===== config.mk =====
export PLATFORM = sky130hd
export DESIGN_NAME = mix_columns_engine_flat
export DESIGN_NICKNAME = d
export VERILOG_FILES = /design/src/rtl/aes_pkg.sv /design/src/rtl/mix_columns_engine_if.sv /design/src/rtl/mix_column_unit.sv /design/src/rtl/mix_columns_engine.sv /design/src/flat_wrapper.sv
export SDC_FILE = /design/constraint.sdc
export NUM_CORES = 1
export LEC_CHECK = 0
export CAP_MARGIN = 10
export CORE_MARGIN = 2
export CORE_UTILIZATION = 51
export CTS_CLUSTER_SIZE = 16
export DETAILED_ROUTE_END_ITERATION = 10
export PLACE_DENSITY = 0.86
export SETUP_SLACK_MARGIN = 0.2
export SYNTH_ARGS = -nofsm -noshare
export SYNTH_HDL_FRONTEND = slang
export SYNTH_HIERARCHICAL = 1
export SYNTH_SLANG_ARGS = --single-unit

===== constraint.sdc =====
create_clock -name clk -period 3.6 [get_ports clk]
set_clock_uncertainty 0.2 [all_clocks]
set_input_delay 0.54 -clock clk [delete_from_list [all_inputs] [get_ports clk]]
set_output_delay 0.54 -clock clk [all_outputs]
set_load 0.05 [all_outputs]

===== src/rtl/aes_pkg.sv =====
// aes_pkg: shared AES types, constants and GF(2^8) helpers for the MixColumns engine.
// Optional inverse transform is built when INV_MIX_COLUMNS_EN is defined.
package aes_pkg;

  typedef logic [127:0] aes_state_t;
  typedef logic [31:0]  aes_col_t;

  localparam int         AES_NB   = 4;
  localparam logic [7:0] AES_POLY = 8'h1B;

  typedef enum logic [1:0] {
    ST_IDLE = 2'd0,
    ST_BUSY = 2'd1,
    ST_DONE = 2'd2
  } engine_state_t;

  // Multiply by x in GF(2^8), folding the overflow back with the AES polynomial.
  function automatic logic [7:0] xtime(input logic [7:0] b);
    return {b[6:0], 1'b0} ^ (b[7] ? AES_POLY : 8'h00);
  endfunction

  // Multiply by one of the MixColumns constants using chained xtime terms.
  function automatic logic [7:0] gf_mul_const(input logic [7:0] b, input logic [3:0] c);
    logic [7:0] x2;
    logic [7:0] x4;
    logic [7:0] x8;
    logic [7:0] res;
    x2 = xtime(b);
    x4 = xtime(x2);
    x8 = xtime(x4);
    case (c)
      4'h2:    res = x2;
      4'h3:    res = x2 ^ b;
      4'h9:    res = x8 ^ b;
      4'hB:    res = x8 ^ x2 ^ b;
      4'hD:    res = x8 ^ x4 ^ b;
      4'hE:    res = x8 ^ x4 ^ x2;
      default: res = b;
    endcase
    return res;
  endfunction

  // Column 0 sits in the most significant 32 bits (FIPS-197 byte order).
  function automatic aes_col_t get_col(input aes_state_t s, input logic [1:0] c);
    aes_col_t col;
    case (c)
      2'd0:    col = s[127:96];
      2'd1:    col = s[95:64];
      2'd2:    col = s[63:32];
      default: col = s[31:0];
    endcase
    return col;
  endfunction

  function automatic aes_state_t set_col(input aes_state_t s, input logic [1:0] c,
                                         input aes_col_t col);
    aes_state_t r;
    r = s;
    case (c)
      2'd0:    r[127:96] = col;
      2'd1:    r[95:64]  = col;
      2'd2:    r[63:32]  = col;
      default: r[31:0]   = col;
    endcase
    return r;
  endfunction

endpackage


===== src/rtl/mix_columns_engine_if.sv =====
// mix_columns_engine_if: input/output valid-ready channels of the MixColumns engine.
// The engine uses the slave modport; the producer/consumer side uses master.
interface mix_columns_engine_if;
  import aes_pkg::*;

  logic       in_valid;
  logic       in_ready;
  aes_state_t in_state;
  logic       in_inv;
  logic       out_valid;
  logic       out_ready;
  aes_state_t out_state;

  modport slave (
    input  in_valid, in_state, in_inv, out_ready,
    output in_ready, out_valid, out_state
  );

  modport master (
    output in_valid, in_state, in_inv, out_ready,
    input  in_ready, out_valid, out_state
  );

endinterface


===== src/rtl/mix_column_unit.sv =====
// mix_column_unit: combinational MixColumns / InvMixColumns of a single 32-bit column.
// The inverse matrix is only built when INV_MIX_COLUMNS_EN is defined; otherwise both
// selections produce the forward result and the select collapses away.
module mix_column_unit
  import aes_pkg::*;
(
  input  aes_col_t col_i,
  input  logic     inv_i,
  output aes_col_t col_o
);

  logic [7:0] a0, a1, a2, a3;
  aes_col_t   fwd_col;
  aes_col_t   inv_col;

  assign a0 = col_i[31:24];
  assign a1 = col_i[23:16];
  assign a2 = col_i[15:8];
  assign a3 = col_i[7:0];

  // Forward matrix rows 02 03 01 01, rotated one position per row.
  always_comb begin
    fwd_col[31:24] = gf_mul_const(a0, 4'h2) ^ gf_mul_const(a1, 4'h3) ^ a2 ^ a3;
    fwd_col[23:16] = a0 ^ gf_mul_const(a1, 4'h2) ^ gf_mul_const(a2, 4'h3) ^ a3;
    fwd_col[15:8]  = a0 ^ a1 ^ gf_mul_const(a2, 4'h2) ^ gf_mul_const(a3, 4'h3);
    fwd_col[7:0]   = gf_mul_const(a0, 4'h3) ^ a1 ^ a2 ^ gf_mul_const(a3, 4'h2);
  end

`ifdef INV_MIX_COLUMNS_EN
  // Inverse matrix rows 0E 0B 0D 09, rotated one position per row.
  always_comb begin
    inv_col[31:24] = gf_mul_const(a0, 4'hE) ^ gf_mul_const(a1, 4'hB) ^
                     gf_mul_const(a2, 4'hD) ^ gf_mul_const(a3, 4'h9);
    inv_col[23:16] = gf_mul_const(a0, 4'h9) ^ gf_mul_const(a1, 4'hE) ^
                     gf_mul_const(a2, 4'hB) ^ gf_mul_const(a3, 4'hD);
    inv_col[15:8]  = gf_mul_const(a0, 4'hD) ^ gf_mul_const(a1, 4'h9) ^
                     gf_mul_const(a2, 4'hE) ^ gf_mul_const(a3, 4'hB);
    inv_col[7:0]   = gf_mul_const(a0, 4'hB) ^ gf_mul_const(a1, 4'hD) ^
                     gf_mul_const(a2, 4'h9) ^ gf_mul_const(a3, 4'hE);
  end
`else
  assign inv_col = fwd_col;
`endif

  assign col_o = inv_i ? inv_col : fwd_col;

endmodule


===== src/rtl/mix_columns_engine.sv =====
// mix_columns_engine: sequential MixColumns stage, COLS_PER_CYCLE columns per clock,
// valid/ready in, registered back-pressurable out.
// Define INV_MIX_COLUMNS_EN to honour in_inv (InvMixColumns); otherwise in_inv is ignored.
module mix_columns_engine
  import aes_pkg::*;
#(
  parameter int COLS_PER_CYCLE = 1
) (
  input  logic                  clk,
  input  logic                  rst_n,
  mix_columns_engine_if.slave   bus,
  output logic                  busy
);

  localparam int NUM_STEPS = AES_NB / COLS_PER_CYCLE;

  if (!(COLS_PER_CYCLE == 1 || COLS_PER_CYCLE == 2 || COLS_PER_CYCLE == 4)) begin : g_bad_cols
    $error("mix_columns_engine: COLS_PER_CYCLE must be 1, 2 or 4");
  end

  engine_state_t state_q, state_d;
  logic [1:0]    cnt_q, cnt_d;
  aes_state_t    work_q, work_d;
  aes_state_t    result_q, result_d;
  logic          inv_q, inv_d;
  logic          live_q;
  logic          accept;
  logic          last_step;

  aes_col_t      lane_in  [COLS_PER_CYCLE];
  aes_col_t      lane_out [COLS_PER_CYCLE];
  logic [1:0]    lane_idx [COLS_PER_CYCLE];

  assign last_step = (cnt_q == 2'(NUM_STEPS - 1));

  // Pick the columns handled this step: cnt*COLS_PER_CYCLE upward.
  always_comb begin
    for (int l = 0; l < COLS_PER_CYCLE; l++) begin
      lane_idx[l] = 2'(int'(cnt_q) * COLS_PER_CYCLE + l);
      lane_in[l]  = get_col(work_q, lane_idx[l]);
    end
  end

  for (genvar g = 0; g < COLS_PER_CYCLE; g++) begin : g_lane
    mix_column_unit u_unit (
      .col_i (lane_in[g]),
      .inv_i (inv_q),
      .col_o (lane_out[g])
    );
  end

  // Next-state, handshake outputs and datapath updates for IDLE/BUSY/DONE.
  always_comb begin
    state_d       = state_q;
    cnt_d         = cnt_q;
    work_d        = work_q;
    result_d      = result_q;
    inv_d         = inv_q;
    accept        = 1'b0;
    bus.in_ready  = 1'b0;
    bus.out_valid = 1'b0;

    case (state_q)
      ST_IDLE: begin
        bus.in_ready = live_q;
        accept       = live_q && bus.in_valid;
      end
      ST_BUSY: begin
        for (int l = 0; l < COLS_PER_CYCLE; l++) begin
          result_d = set_col(result_d, lane_idx[l], lane_out[l]);
        end
        if (last_step) begin
          state_d = ST_DONE;
          cnt_d   = 2'd0;
        end else begin
          cnt_d = cnt_q + 2'd1;
        end
      end
      ST_DONE: begin
        bus.out_valid = 1'b1;
        bus.in_ready  = bus.out_ready;
        if (bus.out_ready) begin
          if (bus.in_valid) begin
            accept = 1'b1;
          end else begin
            state_d = ST_IDLE;
          end
        end
      end
      default: state_d = ST_IDLE;
    endcase

    if (accept) begin
      work_d  = bus.in_state;
`ifdef INV_MIX_COLUMNS_EN
      inv_d   = bus.in_inv;
`else
      inv_d   = 1'b0;
`endif
      cnt_d   = 2'd0;
      state_d = ST_BUSY;
    end
  end

  // State and datapath registers; live_q holds off in_ready until the first edge after reset.
  always_ff @(posedge clk or negedge rst_n) begin
    if (!rst_n) begin
      state_q  <= ST_IDLE;
      cnt_q    <= 2'd0;
      work_q   <= '0;
      result_q <= '0;
      inv_q    <= 1'b0;
      live_q   <= 1'b0;
    end else begin
      state_q  <= state_d;
      cnt_q    <= cnt_d;
      work_q   <= work_d;
      result_q <= result_d;
      inv_q    <= inv_d;
      live_q   <= 1'b1;
    end
  end

  assign bus.out_state = result_q;
  assign busy          = (state_q != ST_IDLE);

endmodule

===== src/flat_wrapper.sv =====
// flat-port wrapper written by rule: the top's interface ports become plain ports
module mix_columns_engine_flat import aes_pkg::*;
#(
  parameter int COLS_PER_CYCLE = 1
)
  (clk, rst_n, busy, bus_in_valid, bus_in_state, bus_in_inv, bus_out_ready, bus_in_ready, bus_out_valid, bus_out_state);
  mix_columns_engine_if bus_i ();
  input  logic clk;
  input  logic rst_n;
  output logic busy;
  input wire logic [$bits(bus_i.in_valid)-1:0] bus_in_valid;
  input wire logic [$bits(bus_i.in_state)-1:0] bus_in_state;
  input wire logic [$bits(bus_i.in_inv)-1:0] bus_in_inv;
  input wire logic [$bits(bus_i.out_ready)-1:0] bus_out_ready;
  output wire logic [$bits(bus_i.in_ready)-1:0] bus_in_ready;
  output wire logic [$bits(bus_i.out_valid)-1:0] bus_out_valid;
  output wire logic [$bits(bus_i.out_state)-1:0] bus_out_state;
  assign bus_i.in_valid = bus_in_valid;
  assign bus_i.in_state = bus_in_state;
  assign bus_i.in_inv = bus_in_inv;
  assign bus_i.out_ready = bus_out_ready;
  assign bus_in_ready = bus_i.in_ready;
  assign bus_out_valid = bus_i.out_valid;
  assign bus_out_state = bus_i.out_state;
  mix_columns_engine #(.COLS_PER_CYCLE(COLS_PER_CYCLE)) u_core (.clk(clk), .rst_n(rst_n), .bus(bus_i), .busy(busy));
endmodule

== Word level (Yosys, flattened, before mapping) ==
Index checks and enable logic that the tools add are counted.

* Flip-flop bits (word level): 261
* Bits of input ports: 133
* Output and inout bits: 131
* Logic and storage cells: 68

* Add/subtract/negate cells: 1
* Equality and inequality tests: 9
* Muxes and demuxes: 18
* Bitwise operators: 21
* Reduce and logical (&&, ||, !) cells: 11

{| class="wikitable"
|+ Operators by type and width
! operator !! count
|-
| 8-bit bitwise XOR || 17
|-
| 32-bit one-hot mux with 3 select lines || 1
|-
| 8-bit by 5-bit bitwise XOR with 8-bit output || 3
|-
| 5-bit two-way mux || 4
|-
| 2-bit two-way mux || 7
|-
| 2-bit AND reduction || 4
|-
| 2-bit == test (second input constant) || 3
|-
| 3-bit by 2-bit inequality test with 1-bit output (second input constant) || 2
|-
| 2-bit one-hot mux with 3 select lines || 1
|-
| 2-bit by 1-bit == test with 1-bit output (second input constant) || 2
|-
| 2-bit zero test || 2
|-
| 1-bit one-hot mux with 2 select lines || 2
|-
| 4-bit AND reduction || 1
|-
| 2-bit nonzero test || 2
|-
| 1-bit two-way mux || 3
|-
| 3-bit by 1-bit inequality test with 1-bit output (second input constant) || 1
|-
| 3-bit OR reduction || 1
|-
| 2-bit by 1-bit adder with 2-bit output (second input constant) || 1
|-
| 2-bit by 1-bit inequality test with 1-bit output (second input constant) || 1
|-
| 1-bit logical AND || 1
|-
| 1-bit NOT || 1
|}

== Depth between registers and ports, before layout ==
Gate-level depths: netlist (run 1).

* Word-level depth: 8
* Depth in mapped cells: 11
* Gate-level depth less buffers: 8

== Modules after synthesis ==
Netlist (run 1), hierarchy kept.

{| class="wikitable"
|+ By module, submodules not included
! module !! instances !! cells each !! area an instance (µm²) !! sequential area each (µm²)
|-
| mix_columns_engine || 1 || 683 || 10570.1 || 6531.3
|-
| mix_column_unit || 1 || 111 || 988.4 || 0.0
|}

== Least setup slack after synthesis (run 1) ==
OpenSTA, ideal clock, no wires.

* Path kind: register to register
* Start: reg u_core.cnt_q[0]
* End: reg u_core.result_q[104], in the netlist u_core/bus.out_state[104]
* Setup time: 0.125 ns
* Data arrival time: 2.709 ns
* Data required time: 3.275 ns
* Setup slack: 0.566 ns
* Cell stages (with the launch flop): 9
* Path buffers: 2
* Period minus slack after synthesis: 3.034 ns
* Cell sequence: dfrtp_1 -> ha_1 -> clkbuf_1 -> clkbuf_1 -> mux2i_1 -> xnor2_2 -> xnor2_1 -> xnor2_1 -> mux2_2

{| class="wikitable"
|+ RTL lines
! what !! RTL line !! RTL
|-
| start: declaration || mix_columns_engine.sv:22 || <nowiki>logic [1:0] cnt_q, cnt_d;</nowiki>
|-
| start signal: assignment || mix_columns_engine.sv:116 || <nowiki>cnt_q <= cnt_d;</nowiki>
|-
| end signal: assignment || mix_columns_engine.sv:118 || <nowiki>result_q <= result_d;</nowiki>
|-
| end: declaration || mix_columns_engine.sv:24 || <nowiki>aes_state_t result_q, result_d;</nowiki>
|}

==> results.yml, run 1 <==
run_status:
  status: "finished, final reports clean"
floorplanning:
  initial_core_util_pct: 51.5
  io_pins: 264
  dieWidth_um: 155
  rows: 55
  die_height_um: 155
  coreArea_um2: 22400
  fp.dieArea_um2: 23900
critical_path:
  reg2reg_slack_ps: 230
  timing.rr.end: "u_core/bus.out_state[67]"
  arrival_ps: 3650
  critPathLaunchType: "flip-flop"
  critical-path-max-stage-delay_ps: 560
  crit_fanout: 12
  path_common_cell: "xor2_1"
  crit_chain: "inv_1 > ha_1 > buf_4 > a222oi_1 > mux2i_1 > xor2_1 > xnor2_1 > xor2_1 > mux2_2"
  critical_path_class: "reg2reg"
  slowest_stage: "a222oi_1"
  r2r_cells: 9
  cp_data_required_time_ps: 3880
  end_kind: "flip-flop"
  reg2reg_from: "u_core/cnt_q[1]"
timing:
  post-route-period-util_pct: 93.7
  hold_violations: 0
  setup-violations-final: 0
  final.min_clock_period_ps: 3370
  slew_violations: 0
  tns_ps: 0
  worstMarginPinSlew_ps: 852
  fmax_mhz: 296
  max_slew_margin_pct: 41.6
  rsz0062_at_grt: "true"
synthesis:
  syn_nets: 930
  avgSynthCellArea_um2: 14.6
  synthCells: 793
  yosysWarnings: 6
  synthesis.area_um2: 11600
detailed_routing:
  routed_wl_um: 29400
  drtAntennaViolNets: 0
  drc: 0
  drt_iter0_drc: 387
  post_drt_via_cell_ratio: 5.47
  vias: 7500
  wl_per_cell_um: 21.4
  first_pass_iters: 6
clock_network:
  cts_root_buf: "clkbuf_16"
  h-tree-depth: 1
  clkSinkCount: 261
  clk_pin_slew_ps: 60
  cts_tree: "yes"
  clk_latency_ps: 540
  cts_buffers: 27
  cts_buffer_depth: 3
placed_design:
  portBuffers: 262
  place_congestion: 0.808
  dp_hpwl_um: 20900
flow_run:
  cap_violations: 0
global_route:
  antenna_found_initial: 0
  grt_first_pass_wirelength_um: 45300
  gr-total-overflow: 0
  grt_pass1_vias: 7942
  grt_use_total_pct: 24.5
  grt_max_degree: 82
hold_path:
  hp-start: "u_core/work_q[10]"
  worstHoldPathType: "reg2reg"
  holdPathStages: 1
  worstHoldEndpoint: "u_core/work_q[10]"
layout:
  drive_above_1_share_pct: 25.4
  antenna_cells: 0
  fin_nets: 1203
  area_growth_syn_to_layout_pct: 35.8
  layout_common_cells: "clkdlybuf4s50_1 (261), dfrtp_1 (261), mux2_2 (169), mux2_1 (87), xnor2_1 (71)"
==> how the worst max path moves through the flow <==
stage	start	endpoint	slack, ps	depth (start not counted)
2_1_floorplan	u_core/cnt_q[0]	u_core/bus.out_state[104]	570	8
3_3_place_gp	u_core/cnt_q[0]	u_core/bus.out_state[57]	270	9
3_5_place_dp	u_core/cnt_q[1]	u_core/bus.out_state[57]	210	9
4_1_cts	u_core/cnt_q[0]	u_core/bus.out_state[107]	210	9
5_1_grt	u_core/cnt_q[0]	u_core/bus.out_state[81]	120	9
6_report	u_core/cnt_q[1]	u_core/bus.out_state[67]	230	9
==> flip-flops by register name, indices dropped and copies added (netlist names) <==
name	cells
u_core/bus.out_state	128
u_core/state_q	2
u_core/cnt_q	2
u_core/work_q	128
u_core/live_q	1
==> layer usage <==
metal	vias to the layer above	GRT usage, %	wire length (um)
met3	41	5.35	1980
met5	-	0	0
met4	0	6.04	503
li1	3338	-	-
met1	3842	32.3	12200
met2	279	41.6	14700
==> critical path, delay by kind of cell (launching register included) <==
| kind | cells | cell delay, ps |
|---|---|---|
| XOR/XNOR | 3 | 1030 |
| AO/OA/AOI/OAI | 1 | 560 |
| flip-flops | 1 | 400 |
| adder cells (fa/ha/maj) | 1 | 290 |
| buffers and inverters | 2 | 310 |
| multiplexers | 2 | 540 |
==> area by class of cell <==
class,count,area (um^2)
fill,1504,6750
sequential,261,6530
multi-input combinational,451,4840
timing repair buffer,290,2920
clock buffer,38,787
tap,285,357
inverter,35,131
clock inverter,12,125
==> per-stage QoR <==
stage	setup slack [ps]	cell area (um^2)	hold WS [ps]	std cells	utilization, %
2_1_floorplan	566	11600	44.4	793	-
3_3_place_gp	267	14500	267	1315	64.8
3_5_place_dp	213	14500	275	1315	64.8
4_1_cts	211	15500	288	1366	68.9
5_1_grt	124	15700	296	1372	69.9
6_report	226	15700	286	1372	69.9
==> what timing repair did <==
action,in CTS,in global routing
endpoints found under the setup margin,2,67
setup buffers,0,6
gates resized for setup,1,26
hold buffers,1,0
endpoints found under the hold margin,72,0
pin swaps,0,4
Power of run 1 is not shown: default switching activity piles up to over one toggle a cycle in this logic, so the estimate is an artifact.
==> run 2: changes to the inputs <==
CAP_MARGIN = 20   (was 10)
GPL_ROUTABILITY_DRIVEN = 0   (was default)
==> results of run 2 <==
No change in the layout: final DEF, timing and power equal those of run 1.
Power of run 2 is left out for the same reason.
==> run 3: changes to the inputs <==
==> constraint.sdc (replaced) <==
create_clock -name clk -period 3.6 [get_ports clk]
set_clock_uncertainty 0.2 [all_clocks]
set_input_delay 0.72 -clock clk [delete_from_list [all_inputs] [get_ports clk]]
set_output_delay 0.72 -clock clk [all_outputs]
set_load 0.05 [all_outputs]
==> run 3 against run 2 <==
Against the previous run: worst hold slack got worse by 2.1 ps; die area did not move; critical path type unchanged; fmax fell by 1.2%; highest routed layer unchanged; worst setup slack got worse by 40 ps; cell count fell by 0.44%; first-iteration DRC count rose by 23%; count of clock-buffer cells in the layout rose by 2; register-to-register slack got worse by 40 ps; utilization fell by 0.40 points; routed wire length fell by 1.5%; non-clock buffer count fell by 6; largest cell class unchanged.
==> results.yml, run 3 (synthesized netlist as in run 1, its figures left out) <==
layout:
  layout_common_cells: "clkdlybuf4s50_1 (261), dfrtp_1 (261), mux2_2 (169), mux2_1 (87), xnor2_1 (81)"
  area_growth_syn_to_layout_pct: 35.0
  postLayoutCoreUtil_pct: 69.5
  fin_nets: 1197
  drive_above_1_share_pct: 23.6
critical_path:
  path_common_cell: "xnor2_1"
  cp_data_required_time_ps: 3810
  critPathLaunchType: "flip-flop"
  r2r_cells: 9
  crit_fanout: 33
  slowest_stage: "a222oi_1"
  critical_path_class: "reg2reg"
  crit_chain: "inv_1 > ha_1 > buf_12 > a222oi_1 > mux2i_2 > xnor2_1 > xnor2_1 > xnor2_2 > mux2_2"
  crit_family: "compound AO/OA/AOI/OAI gates"
  reg2reg_from: "u_core/cnt_q[1]"
  reg2reg_slack_ps: 190
  critical_path_buf_inv_count: 2
  end_kind: "flip-flop"
  timing.rr.end: "u_core/bus.out_state[19]"
  arrival_ps: 3630
  worst-path-stages: 9
  startpoint: "u_core/cnt_q[1]"
  critical-path-max-stage-delay_ps: 840
detailed_routing:
  drc: 0
  routed_wl_um: 28900
  vias: 7402
  post_drt_via_cell_ratio: 5.42
  drt_iter0_drc: 475
  wl_per_cell_um: 21.2
  first_pass_iters: 6
  drtAntennaViolNets: 0
timing:
  max_slew_margin_pct: 37.2
  setup-violations-final: 0
  worstMarginPinSlew_ps: 943
  final.min_clock_period_ps: 3410
  hold_violations: 0
  fmax_mhz: 293
  tns_ps: 0
  slew_violations: 0
  rsz0062_at_grt: "true"
  post-route-period-util_pct: 94.8
global_route:
  grt_max_degree: 85
  gr-total-overflow: 0
  grt_first_pass_wirelength_um: 44500
  antenna_found_initial: 1
  grt_pass1_vias: 7854
  grt_use_total_pct: 24.1
clock_network:
  cts_buffer_depth: 3
  clkSinkCount: 261
  clk_pin_slew_ps: 60
  clk_latency_ps: 530
  cts_buffers: 27
  cts_root_buf: "clkbuf_16"
  cts_tree: "yes"
  h-tree-depth: 1
hold_path:
  worstHoldEndpoint: "u_core/work_q[7]"
  hp-start: "u_core/work_q[7]"
  worstHoldPathType: "reg2reg"
  holdPathStages: 1
floorplanning:
  die_height_um: 155
  coreArea_um2: 22400
  dieWidth_um: 155
  fp.dieArea_um2: 23900
  io_pins: 264
  initial_core_util_pct: 51.5
  rows: 55
run_status:
  status: "finished, final reports clean"
placed_design:
  portBuffers: 262
  dp_hpwl_um: 20900
flow_run:
  cap_violations: 0
run 3: cell count changes in the layout (fill, tap and decap cells not counted), sizes merged:
cell / before / now
diode: 0 / 1
clkbuf: 38 / 40
bufinv: 2 / 3
buf: 28 / 22
clkinvlp: 3 / 2
clkinv: 6 / 3
run 3: area by class of cell:
cell class,count,area [um^2]
clock buffer,40,795
inverter,35,131
fill,1529,6830
antenna,1,2.50
timing repair buffer,284,2910
tap,285,357
clock inverter,9,129
multi-input combinational,451,4750
sequential,261,6530
run 3: worst register-to-register path, cell delays in order (launching register included):
cell	delay (ps)
dfrtp_1	420
inv_1	90
ha_1	210
buf_12	180
a222oi_1	850
mux2i_2	310
xnor2_1	340
xnor2_1	210
xnor2_2	180
mux2_2	310
run 3: timing repair:
action,4_1_cts,5_1_grt
setup endpoints to repair,2,60
endpoints found under the hold margin,68,0
pin swaps,1,3
gates resized for setup,1,13
hold buffers,1,0
setup buffers,0,0
run 3: layer usage:
| metal | vias to the layer above | global-route usage [%] | share of wire, % | wire length, um |
|---|---|---|---|---|
| met4 | 0 | 7.41 | 2.9 | 837 |
| met1 | 3784 | 31.7 | 42 | 12200 |
| met5 | - | 0 | 0 | 0 |
| li1 | 3323 | - | - | - |
| met2 | 251 | 40.1 | 48 | 13900 |
| met3 | 44 | 5.49 | 7.0 | 2020 |
run 3: worst max path at each step:
stage | end
final | u_core/bus.out_state[19]
after global routing | u_core/bus.out_state[108]
after CTS | u_core/bus.out_state[42]
after detailed placement | u_core/bus.out_state[68]
after global placement | u_core/bus.out_state[83]
after floorplan | u_core/bus.out_state[104]
run 3: metrics by stage:
stage | hold WS, ps | instance area [um^2] | cells | setup slack, ps
2_1_floorplan | 224 | 11600 | 793 | 566
3_3_place_gp | 267 | 14600 | 1315 | 346
3_5_place_dp | 275 | 14600 | 1315 | 224
4_1_cts | 289 | 15500 | 1365 | 209
5_1_grt | 300 | 15600 | 1366 | 144
6_report | 284 | 15600 | 1366 | 186
Power of run 3 is left out for the same reason.
